$ cat src/rtl/alu_muldiv_control_if.sv
// Bundle of decode inputs, multiply/divide launch signals and results
// shared between the ALU/MUL-DIV control block and whoever drives it.
interface alu_muldiv_control_if #(
   parameter int XLEN = 32
) ();
   logic            start;
   logic [6:0]      instruction_opcode;
   logic [2:0]      func3;
   logic [6:0]      func7;
   logic [1:0]      aluop_in;
   logic [XLEN-1:0] rs1;
   logic [XLEN-1:0] rs2;
   logic [3:0]      aluop_out;
   logic            is_muldiv;
   logic            md_busy;
   logic            md_done;
   logic [XLEN-1:0] md_result;

   // Requester side: drives instruction fields and operands.
   modport master (
      output start, instruction_opcode, func3, func7, aluop_in, rs1, rs2,
      input  aluop_out, is_muldiv, md_busy, md_done, md_result
   );

   // Control block side.
   modport slave (
      input  start, instruction_opcode, func3, func7, aluop_in, rs1, rs2,
      output aluop_out, is_muldiv, md_busy, md_done, md_result
   );
endinterface

$ cat src/rtl/alu_muldiv_control.sv
// ALU control decoder plus an iterative multiply/divide unit.
// Single-cycle ALU opcodes are decoded combinationally; M-extension ops run
// one bit per cycle (shift-add multiply, restoring divide) on operand
// magnitudes, with the sign fixed up once the iteration is finished.
module alu_muldiv_control #(
   parameter int XLEN = 32
) (
   input  logic                 clk,
   input  logic                 reset,
   alu_muldiv_control_if.slave  bus
);
   localparam int CW = $clog2(XLEN);

   localparam logic [3:0] ALU_AND  = 4'b0000;
   localparam logic [3:0] ALU_OR   = 4'b0001;
   localparam logic [3:0] ALU_ADD  = 4'b0010;
   localparam logic [3:0] ALU_SRA  = 4'b0011;
   localparam logic [3:0] ALU_SUB  = 4'b0110;
   localparam logic [3:0] ALU_SLT  = 4'b0111;
   localparam logic [3:0] ALU_SLL  = 4'b1000;
   localparam logic [3:0] ALU_SRL  = 4'b1001;
   localparam logic [3:0] ALU_XOR  = 4'b1010;
   localparam logic [3:0] ALU_SLTU = 4'b1101;
   localparam logic [3:0] ALU_BNE  = 4'b1110;

   localparam logic [6:0] OPC_IMM    = 7'b0010011;
   localparam logic [6:0] OPC_BRANCH = 7'b1100011;
   localparam logic [6:0] OPC_REG    = 7'b0110011;

   typedef enum logic [1:0] {IDLE, MUL, DIV, DONE} state_t;

   state_t              state_reg, state_next;
   logic [CW-1:0]       count_reg;
   logic [2*XLEN-1:0]   acc_reg;     // {high/remainder, low/quotient}
   logic [XLEN-1:0]     b_reg;       // multiplicand or divisor magnitude
   logic [2:0]          func3_reg;
   logic                neg_reg;     // negate the selected result at the end
   logic                busy_reg, done_reg;
   logic [XLEN-1:0]     result_reg;

   // Shared arithmetic decode for immediate and register-register forms.
   function automatic logic [3:0] dec_arith(input logic [2:0] f3, input logic alt);
      logic [3:0] code;
      case (f3)
         3'b000:  code = ALU_ADD;
         3'b001:  code = ALU_SLL;
         3'b010:  code = ALU_SLT;
         3'b011:  code = ALU_SLTU;
         3'b100:  code = ALU_XOR;
         3'b101:  code = alt ? ALU_SRA : ALU_SRL;
         3'b110:  code = ALU_OR;
         default: code = ALU_AND;
      endcase
      return code;
   endfunction

   logic is_md;
   logic [3:0] aluop;

   // Single-cycle ALU operation decode; anything unrecognised falls back to ADD.
   always_comb begin
      aluop = ALU_ADD;
      is_md = (bus.instruction_opcode == OPC_REG) && (bus.func7 == 7'b0000001);
      if (bus.aluop_in != 2'b00) begin
         case (bus.instruction_opcode)
            OPC_IMM: aluop = dec_arith(bus.func3, bus.func7[5]);
            OPC_BRANCH: begin
               case (bus.func3)
                  3'b000:          aluop = ALU_SUB;
                  3'b001:          aluop = ALU_BNE;
                  3'b100, 3'b101:  aluop = ALU_SLT;
                  3'b110, 3'b111:  aluop = ALU_SLTU;
                  default:         aluop = ALU_SUB;
               endcase
            end
            OPC_REG: begin
               if (bus.func7 == 7'b0000000 || bus.func7 == 7'b0100000) begin
                  if (bus.func3 == 3'b000)
                     aluop = bus.func7[5] ? ALU_SUB : ALU_ADD;
                  else
                     aluop = dec_arith(bus.func3, bus.func7[5]);
               end
            end
            default: aluop = ALU_ADD;
         endcase
      end
   end

   assign bus.aluop_out = aluop;
   assign bus.is_muldiv = is_md;

   // Launch-time operand preparation.
   logic            accept, md_div, div_zero, div_ovf, skip;
   logic            a_signed, b_signed, a_neg, b_neg;
   logic [XLEN-1:0] a_mag, b_mag;

   assign accept   = (state_reg == IDLE) && bus.start && is_md;
   assign md_div   = bus.func3[2];
   assign div_zero = md_div && (bus.rs2 == '0);
   assign div_ovf  = md_div && !bus.func3[0]
                     && (bus.rs1 == {1'b1, {(XLEN-1){1'b0}}}) && (bus.rs2 == '1);
   assign skip     = div_zero || div_ovf;
   assign a_signed = md_div ? !bus.func3[0]
                            : (bus.func3[1:0] == 2'b01 || bus.func3[1:0] == 2'b10);
   assign b_signed = md_div ? !bus.func3[0] : (bus.func3[1:0] == 2'b01);
   assign a_neg    = a_signed && bus.rs1[XLEN-1];
   assign b_neg    = b_signed && bus.rs2[XLEN-1];
   assign a_mag    = a_neg ? -bus.rs1 : bus.rs1;
   assign b_mag    = b_neg ? -bus.rs2 : bus.rs2;

   // One iteration step for each operation.
   logic [XLEN:0]     mul_sum, div_shift;
   logic [XLEN-1:0]   div_diff;
   logic              div_ge;
   logic [2*XLEN-1:0] mul_step, div_step;
   logic              last_iter;

   assign mul_sum   = {1'b0, acc_reg[2*XLEN-1:XLEN]} + {1'b0, b_reg & {XLEN{acc_reg[0]}}};
   assign mul_step  = {mul_sum, acc_reg[XLEN-1:1]};
   assign div_shift = acc_reg[2*XLEN-1:XLEN-1];
   assign div_ge    = div_shift >= {1'b0, b_reg};
   assign div_diff  = div_shift[XLEN-1:0] - b_reg;
   assign div_step  = div_ge ? {div_diff, acc_reg[XLEN-2:0], 1'b1}
                             : {div_shift[XLEN-1:0], acc_reg[XLEN-2:0], 1'b0};
   assign last_iter = (count_reg == CW'(XLEN - 1));

   // Final sign fix-up and result selection.
   logic [2*XLEN-1:0] prod;
   logic [XLEN-1:0]   div_sel, final_result;

   assign prod         = neg_reg ? -acc_reg : acc_reg;
   assign div_sel      = func3_reg[1] ? acc_reg[2*XLEN-1:XLEN] : acc_reg[XLEN-1:0];
   assign final_result = func3_reg[2] ? (neg_reg ? -div_sel : div_sel)
                       : (func3_reg[1:0] == 2'b00) ? prod[XLEN-1:0] : prod[2*XLEN-1:XLEN];

   // FSM state register.
   always_ff @(posedge clk) begin
      if (!reset) state_reg <= IDLE;
      else        state_reg <= state_next;
   end

   // FSM next-state logic.
   always_comb begin
      state_next = state_reg;
      case (state_reg)
         IDLE: if (accept) state_next = skip ? DONE : (md_div ? DIV : MUL);
         MUL:  if (last_iter) state_next = DONE;
         DIV:  if (last_iter) state_next = DONE;
         DONE: state_next = IDLE;
         default: state_next = IDLE;
      endcase
   end

   // Operand latching and iteration datapath; special divides preload the answer.
   always_ff @(posedge clk) begin
      if (!reset) begin
         count_reg <= '0;
         acc_reg   <= '0;
         b_reg     <= '0;
         func3_reg <= '0;
         neg_reg   <= 1'b0;
      end else begin
         case (state_reg)
            IDLE: begin
               if (accept) begin
                  func3_reg <= bus.func3;
                  count_reg <= '0;
                  b_reg     <= b_mag;
                  if (div_zero) begin
                     acc_reg <= {bus.rs1, {XLEN{1'b1}}};
                     neg_reg <= 1'b0;
                  end else if (div_ovf) begin
                     acc_reg <= {{XLEN{1'b0}}, bus.rs1};
                     neg_reg <= 1'b0;
                  end else begin
                     acc_reg <= {{XLEN{1'b0}}, a_mag};
                     neg_reg <= (md_div && bus.func3[1]) ? a_neg : (a_neg ^ b_neg);
                  end
               end
            end
            MUL: begin
               acc_reg   <= mul_step;
               count_reg <= count_reg + 1'b1;
            end
            DIV: begin
               acc_reg   <= div_step;
               count_reg <= count_reg + 1'b1;
            end
            default: ;
         endcase
      end
   end

   // Registered status and result outputs.
   always_ff @(posedge clk) begin
      if (!reset) begin
         busy_reg   <= 1'b0;
         done_reg   <= 1'b0;
         result_reg <= '0;
      end else begin
         busy_reg <= (state_next == MUL) || (state_next == DIV);
         done_reg <= (state_reg == DONE);
         if (state_reg == DONE) result_reg <= final_result;
      end
   end

   assign bus.md_busy   = busy_reg;
   assign bus.md_done   = done_reg;
   assign bus.md_result = result_reg;
endmodule

$ cat src/flat_wrapper.sv
// flat-port wrapper written by rule: the top's interface ports become plain ports
module alu_muldiv_control_flat 
#(
   parameter int XLEN = 32
)
  (clk, reset, bus_start, bus_instruction_opcode, bus_func3, bus_func7, bus_aluop_in, bus_rs1, bus_rs2, bus_aluop_out, bus_is_muldiv, bus_md_busy, bus_md_done, bus_md_result);
  alu_muldiv_control_if #(.XLEN(XLEN)) bus_i ();
  input  logic clk;
  input  logic reset;
  input wire logic [$bits(bus_i.start)-1:0] bus_start;
  input wire logic [$bits(bus_i.instruction_opcode)-1:0] bus_instruction_opcode;
  input wire logic [$bits(bus_i.func3)-1:0] bus_func3;
  input wire logic [$bits(bus_i.func7)-1:0] bus_func7;
  input wire logic [$bits(bus_i.aluop_in)-1:0] bus_aluop_in;
  input wire logic [$bits(bus_i.rs1)-1:0] bus_rs1;
  input wire logic [$bits(bus_i.rs2)-1:0] bus_rs2;
  output wire logic [$bits(bus_i.aluop_out)-1:0] bus_aluop_out;
  output wire logic [$bits(bus_i.is_muldiv)-1:0] bus_is_muldiv;
  output wire logic [$bits(bus_i.md_busy)-1:0] bus_md_busy;
  output wire logic [$bits(bus_i.md_done)-1:0] bus_md_done;
  output wire logic [$bits(bus_i.md_result)-1:0] bus_md_result;
  assign bus_i.start = bus_start;
  assign bus_i.instruction_opcode = bus_instruction_opcode;
  assign bus_i.func3 = bus_func3;
  assign bus_i.func7 = bus_func7;
  assign bus_i.aluop_in = bus_aluop_in;
  assign bus_i.rs1 = bus_rs1;
  assign bus_i.rs2 = bus_rs2;
  assign bus_aluop_out = bus_i.aluop_out;
  assign bus_is_muldiv = bus_i.is_muldiv;
  assign bus_md_busy = bus_i.md_busy;
  assign bus_md_done = bus_i.md_done;
  assign bus_md_result = bus_i.md_result;
  alu_muldiv_control #(.XLEN(XLEN)) u_core (.clk(clk), .reset(reset), .bus(bus_i));
endmodule
$ cat config.mk
export PLATFORM = sky130hd
export DESIGN_NAME = alu_muldiv_control_flat
export DESIGN_NICKNAME = d
export VERILOG_FILES = /design/src/rtl/alu_muldiv_control_if.sv /design/src/rtl/alu_muldiv_control.sv /design/src/flat_wrapper.sv
export SDC_FILE = /design/constraint.sdc
export NUM_CORES = 1
export LEC_CHECK = 0
export CORE_ASPECT_RATIO = 1.4
export CORE_MARGIN = 8
export CORE_UTILIZATION = 35
export CTS_CLUSTER_SIZE = 8
export DETAILED_ROUTE_END_ITERATION = 8
export GPL_TIMING_DRIVEN = 0
export PLACE_DENSITY = 0.54
export REMOVE_ABC_BUFFERS = 1
export SLEW_MARGIN = 20
export SYNTH_ARGS = -nofsm -noshare
export SYNTH_HDL_FRONTEND = slang
export SYNTH_SLANG_ARGS = --single-unit
$ cat constraint.sdc
create_clock -name clk -period 4.4 [get_ports clk]
set_clock_uncertainty 0.05 [all_clocks]
set_input_delay 0.88 -clock clk [delete_from_list [all_inputs] [get_ports clk]]
set_output_delay 0.88 -clock clk [all_outputs]
set_load 0.01 [all_outputs]
==> run metrics, run 1 <==
status finished, final reports clean; Hold Fails Final Rpt 0; Yosys top cell area share 18.9%; FMAX 236 MHz; most frequent cell after synthesis nor2_1; Initial Util 35.5%; largest cells by area after synthesis dfxtp_1 19%, ha_1 6.7%, xor2_1 5.7%, a21oi_1 5.7%, o21ai_0 5.5%; detailed-placement wirelength estimate 44.1 mm; cell count after synthesis 2106; post-place instance area 16600 µm²; area leader, netlist dfxtp_1; Main synth FF type dfxtp_1; Final Worst Setup Slack 0.167 ns; synth cell count leaders 213 x nor2_1, 187 x nand2_1, 169 x a21oi_1; final critical-path share of the clock period 96.2%; Sink Count 141; worst path buffer plus inverter count 3; FF+latch count, synth 141; IO buf count 124; max-slew violations 0; reg2reg end u_core.bus.md_result[23]$_SDFFE_PN0P_; Worst setup EP type register; Max Cap Viol 0; headroom to the max-slew limit 34.2%; Final setup viols 0; pin count of the biggest net entering global routing 74; Area Growth Syn to Fin 16.4%; CP cell instances clkdlybuf4s50_1 -> or3_1 -> or4_1 -> or3_1 -> nand3b_1 -> nor3_4 -> buf_4 -> buf_4 -> nand3_1 -> o21ai_0 -> nand2_1 -> o221ai_1; Levels on crit path 12; CTS tree built; r2r startpoint u_core.acc_reg[26]$_SDFFE_PN0P_; initial antenna violation count 0; Tmin final 4.23 ns; Die Footprint 49700 µm²; slowest stage cell on the critical path or4_1; max FFs per register 64; FP Rows 89; worst-margin pin slew 0.987 ns; First-pass DRT Iterations 6; Die Ht 261 µm; first-pass GRT wire length 86.7 mm; routability cong. 0.919; iteration-0 DRC count of the detailed router 1161; Root Driver clkbuf_16; worst hold path type register to register; Crit Path Category input port to register; H-tree Lvls 4; share of layout cells above drive strength 1 6.44%; io pins 125; clk_lat worst skew 0.45 ns; FF/Latch Area 2830 µm²; fraction of registers with async set or reset after synthesis 0%; DR WL/cell 21.0 µm; vias 15500; clock slew at reported path FFs 0.06 ns; Post-DRT Antenna Nets 0; Antenna Cells 0; number of synthesized flops with an enable pin 0; overall power 3.18 mW; Die Span X 191 µm; VDD IR max 0.296 mV; end of the critical path u_core.acc_reg[33]$_SDFFE_PN0P_; Mapped Area 15000 µm²; nets 2283; r2r setup slk 0.28 ns; Setup WS pre-CTS -0.953 ns; # DRC 0; CP max FO 11; Hold Worst Slack 0.400 ns; vias in the first global route 15200; WP data required 4.72 ns; Finished Cell Area 17400 µm²; core area 42200 µm²; sequential fraction of the synthesis area 18.9%; Crit path largest cell delay 0.53 ns; family with the most delay on the worst path simple AND/OR/NAND/NOR gates; Critical Path Start Type input port; yosys warns 0; Multi-input gate area 11400 µm²; crit path from bus_rs2[8]; Global Route Usage Sum 21.9%; Worst EP arrival 4.56 ns; leakage power 6.73 nW; pwr/cell area 183 nW/µm²; final WL 56.1 mm; Longest Clk Path Bufs 2; Synth cell types 77; fill count 4391; GRT overflow 0; Mean Syn Cell Area 7.10 µm²; Worst Reg-to-Reg Cells 9; CTS Buf Count 17; DR vias/cell 5.82
## layout make-up
type	instances	share of cell area, %
Clock buffer	21	2.70
Sequential cell	141	16.3
Timing Repair inverter	1	0.0431
Multi-Input combinational cell	1726	65.2
Inverter	77	1.70
Tap cell	546	3.92
Clock inverter	10	0.927
Timing Repair Buffer	151	9.25
## layer usage
layer | part of all wire [%] | GRT usage [%] | vias to the layer above
li1 | - | - | 7759
met1 | 43 | 26.5 | 7330
met2 | 50 | 39.0 | 374
met3 | 3.3 | 2.23 | 81
met4 | 3.1 | 8.87 | 0
met5 | 0 | 0 | -
## logic make-up (layout without fill, tap and decap cells)
logic type	count (synthesis)	count (layout)	synth area share, %
adder cells (fa/ha/maj)	82	82	6.96
buffers and inverters	239	260	6.21
XOR/XNOR	189	189	11.1
multiplexers	60	60	4.20
AO/OA/AOI/OAI	721	721	31.5
flip-flops	141	141	18.9
AND/OR/NAND/NOR	674	674	21.2
## cell usage in the layout, fill, tap and decap left out, types with 31 or more instances in the layout
cell type	synthesis	layout
a22oi_1	41	41
a21oi_1	169	169
o31ai_1	43	43
ha_1	80	76
nand3_1	49	48
inv_1	76	74
nand2_1	187	185
a31oi_1	35	35
o21ai_0	164	164
a211oi_1	47	47
a221oi_1	43	43
dfxtp_1	141	138
nor2_1	213	206
or3_1	31	31
nor3_1	51	49
xor2_1	97	97
xnor2_1	92	92
mux2i_1	38	38
clkdlybuf4s50_1	0	121
a21o_1	57	57
## worst min path at each step
stage / startpoint / endpoint / slack [ns] / depth (start not counted)
2_1_floorplan: u_core.b_reg[16]$_SDFFE_PN0P_ / u_core.b_reg[16]$_SDFFE_PN0P_ / 0.38 / 2
3_3_place_gp: u_core.b_reg[22]$_SDFFE_PN0P_ / u_core.b_reg[22]$_SDFFE_PN0P_ / 0.39 / 2
3_5_place_dp: u_core.b_reg[16]$_SDFFE_PN0P_ / u_core.b_reg[16]$_SDFFE_PN0P_ / 0.40 / 2
4_1_cts: u_core.b_reg[16]$_SDFFE_PN0P_ / u_core.b_reg[16]$_SDFFE_PN0P_ / 0.41 / 2
5_1_grt: u_core.b_reg[22]$_SDFFE_PN0P_ / u_core.b_reg[22]$_SDFFE_PN0P_ / 0.43 / 2
6_report: u_core.b_reg[16]$_SDFFE_PN0P_ / u_core.b_reg[16]$_SDFFE_PN0P_ / 0.40 / 2
## stage by stage
step	utilization, %	TNS [ns]	std cells
floorplan	-	-11.58	1944
detailed placement	39.4	-34.95	2634
finish	41.3	0	2673
global placement	38.5	-277.24	2614
CTS	41.0	0	2665
global route	41.3	-0.0143	2673
## power breakdown
group	internal (mW)	switching (mW)	total, mW
logic	0.130	0.159	0.289
clock network	0.990	0.628	1.62
registers	1.27	0.0000901	1.27
## tightest hold or removal path: cells and delay by family, from the launching register on
| kind | cells | cell delay, ns |
|---|---|---|
| and+or+nand+nor | 1 | 0.05 |
| AOI/OAI and AO/OA | 1 | 0.05 |
| DFF | 1 | 0.31 |
## repair_timing
item / in CTS / in global routing
hold buffers: 0 / 0
resized for setup: 7 / 11
setup buffers: 0 / 7
setup endpoints to repair: 55 / 44
pin swaps: 0 / 1
gates cloned: 0 / 1
(Power assumes the default switching activity.)
==> run 2, diff against run 1 <==
--- a/config.mk
+++ b/config.mk
@@ -7,11 +7,11 @@
 export LEC_CHECK = 0
 export CORE_ASPECT_RATIO = 1.4
 export CORE_MARGIN = 8
-export CORE_UTILIZATION = 35
+export CORE_UTILIZATION = 55
 export CTS_CLUSTER_SIZE = 8
 export DETAILED_ROUTE_END_ITERATION = 8
 export GPL_TIMING_DRIVEN = 0
-export PLACE_DENSITY = 0.54
+export PLACE_DENSITY = 0.78
 export REMOVE_ABC_BUFFERS = 1
 export SLEW_MARGIN = 20
 export SYNTH_ARGS = -nofsm -noshare
==> run 2 against run 1 <==
  * Hold slack about the same
  * Die area decreased by 34%
  * Sequential power about the same
  * Critical path depth decreased by 2
  * Via count increased by 3.8%
  * Non-clock buffer count decreased by 4
  * Final cell count decreased by 6.9%
  * Core utilization increased by 23 points
==> run metrics, run 2 (synthesis results as in run 1) <==
VDD IR max 0.247 mV; RSZ-0062 raised after global routing no; WP data required 4.73 ns; setup TNS 0 ns; Worst setup EP type register; Hold Fails Final Rpt 0; Global Route Usage Sum 31.1%; count of non-filler cells in the finished layout 2489; pwr/cell area 184 nW/µm²; max-slew violations 0; final WL 52.1 mm; commonest non-fill, non-tap cell in the layout nor2_1; first-pass GRT wire length 82.2 mm; placed cells 2453; reg2reg end u_core.bus.md_result[25]$_SDFFE_PN0P_; core area 26800 µm²; Final setup viols 0; end of the critical path u_core.acc_reg[59]$_SDFFE_PN0P_; vias 16100; fill count 2462; clock slew at reported path FFs 0.07 ns; Longest Clk Path Bufs 2; initial antenna violation count 0; FP Rows 71; IO buf count 124; CTS Buf Count 17; Post-DRT Antenna Nets 0; worst-margin pin slew 1.10 ns; status finished, final reports clean; detailed-placement wirelength estimate 39.9 mm; Die Ht 211 µm; routability cong. 0.964; Crit Path Category input port to register; share of layout cells above drive strength 1 6.26%; Die Footprint 32800 µm²; worst hold path type register to register; Root Driver clkbuf_16; Initial Util 55.8%; CTS tree built; nets 2279; FF/Latch Area 2830 µm²; H-tree Lvls 4; io pins 125; Max Cap Viol 0; max FFs per register 64; CP max FO 12; hold path depth 2; final critical-path share of the clock period 96.1%; pin count of the biggest net entering global routing 84; iteration-0 DRC count of the detailed router 1244; Critical Path Start Type input port; DR WL/cell 20.9 µm; Area Growth Syn to Fin 14.5%; FMAX 237 MHz; Worst Reg-to-Reg Cells 9; Die Span X 155 µm; Sink Count 141; Antenna Cells 0; vias in the first global route 15500; most frequent cells in the layout 206 x nor2_1, 185 x nand2_1, 169 x a21oi_1, 164 x o21ai_0, 138 x dfxtp_1; leakage power 6.71 nW; GRT overflow 0; First-pass DRT Iterations 6; Multi-input gate area 11300 µm²; DR vias/cell 6.48; r2r startpoint u_core.acc_reg[20]$_SDFFE_PN0P_; headroom to the max-slew limit 25.8%; clk_lat worst skew 0.45 ns; crit path from bus_rs2[8]; # DRC 0; Worst EP arrival 4.56 ns; Tmin final 4.23 ns; r2r setup slk 0.22 ns
run 2: changes by cell type in the layout (fill, tap and decap cells not counted), sizes merged:
cell	before	now
clkdlybuf4s50	121	122
clkbuf	21	19
clkinv	3	2
dlymetal6s2s	2	1
buf	28	24
bufinv	4	3
inv	76	81
run 2: power breakdown:
part	switching (mW)	leakage (nW)	internal, mW
sequential	0.0000878	1.14	1.27
clock	0.678	0.295	0.923
combinational	0.154	5.28	0.131
total	0.831	6.71	2.33
run 2: stage by stage:
stage	hold WS, ns	setup WS (ns)	util (%)	power [mW]	area [µm²]
6_report	0.400	0.172	63.8	3.16	17100
3_3_place_gp	0.389	-2.99	59.7	1.57	16000
5_1_grt	0.415	0.000448	63.8	3.24	17100
3_5_place_dp	0.395	-0.745	61.2	1.58	16400
2_1_floorplan	0.382	-0.652	-	1.42	14300
4_1_cts	0.402	0.0213	63.6	3.16	17100
run 2: worst min-delay path by stage:
stage	startpoint	end	slack, ns
2_1_floorplan	u_core.b_reg[16]$_SDFFE_PN0P_	u_core.b_reg[16]$_SDFFE_PN0P_	0.38
3_3_place_gp	u_core.b_reg[22]$_SDFFE_PN0P_	u_core.b_reg[22]$_SDFFE_PN0P_	0.39
3_5_place_dp	u_core.b_reg[22]$_SDFFE_PN0P_	u_core.b_reg[22]$_SDFFE_PN0P_	0.39
4_1_cts	u_core.b_reg[22]$_SDFFE_PN0P_	u_core.b_reg[22]$_SDFFE_PN0P_	0.40
5_1_grt	u_core.b_reg[22]$_SDFFE_PN0P_	u_core.b_reg[22]$_SDFFE_PN0P_	0.41
6_report	u_core.b_reg[22]$_SDFFE_PN0P_	u_core.b_reg[22]$_SDFFE_PN0P_	0.40
run 2: repair_timing:
item                                    in CTS  in global routing
endpoints found under the setup margin      37                 34
gates cloned                                 0                  1
pin swaps                                    0                  1
buffers inserted                             0                  3
resized for setup                            4                  9
hold buffers                                 0                  0
run 2: area by class of cell:
cell class              count  share of cell area (%)
well taps                 365                    2.67
repair buffers            147                    9.32
flip-flops and latches    141                    16.5
repair inverters            1                  0.0438
inverters                  77                    1.72
multi-input cells        1726                    66.1
clock inverters            13                    1.04
clock buffers              19                    2.59
run 2: worst max-delay path: stages:
cell and delay (ns):
clkdlybuf4s50_1 0.50, or3_1 0.44, or4_1 0.53, or3_1 0.43, nand3b_1 0.41, nor3_2 0.60
buf_4 0.31, nand3_1 0.09, and3_1 0.21, a31oi_1 0.15
run 2: per-layer routing:
layer  track usage [%]  share of wire (%)  vias up
met2              53.6                 48      683
met3              4.05                6.2      166
li1                  -                  -     7760
met4              18.7                5.7        0
met1              36.0                 40     7527
met5                 0                  0        -
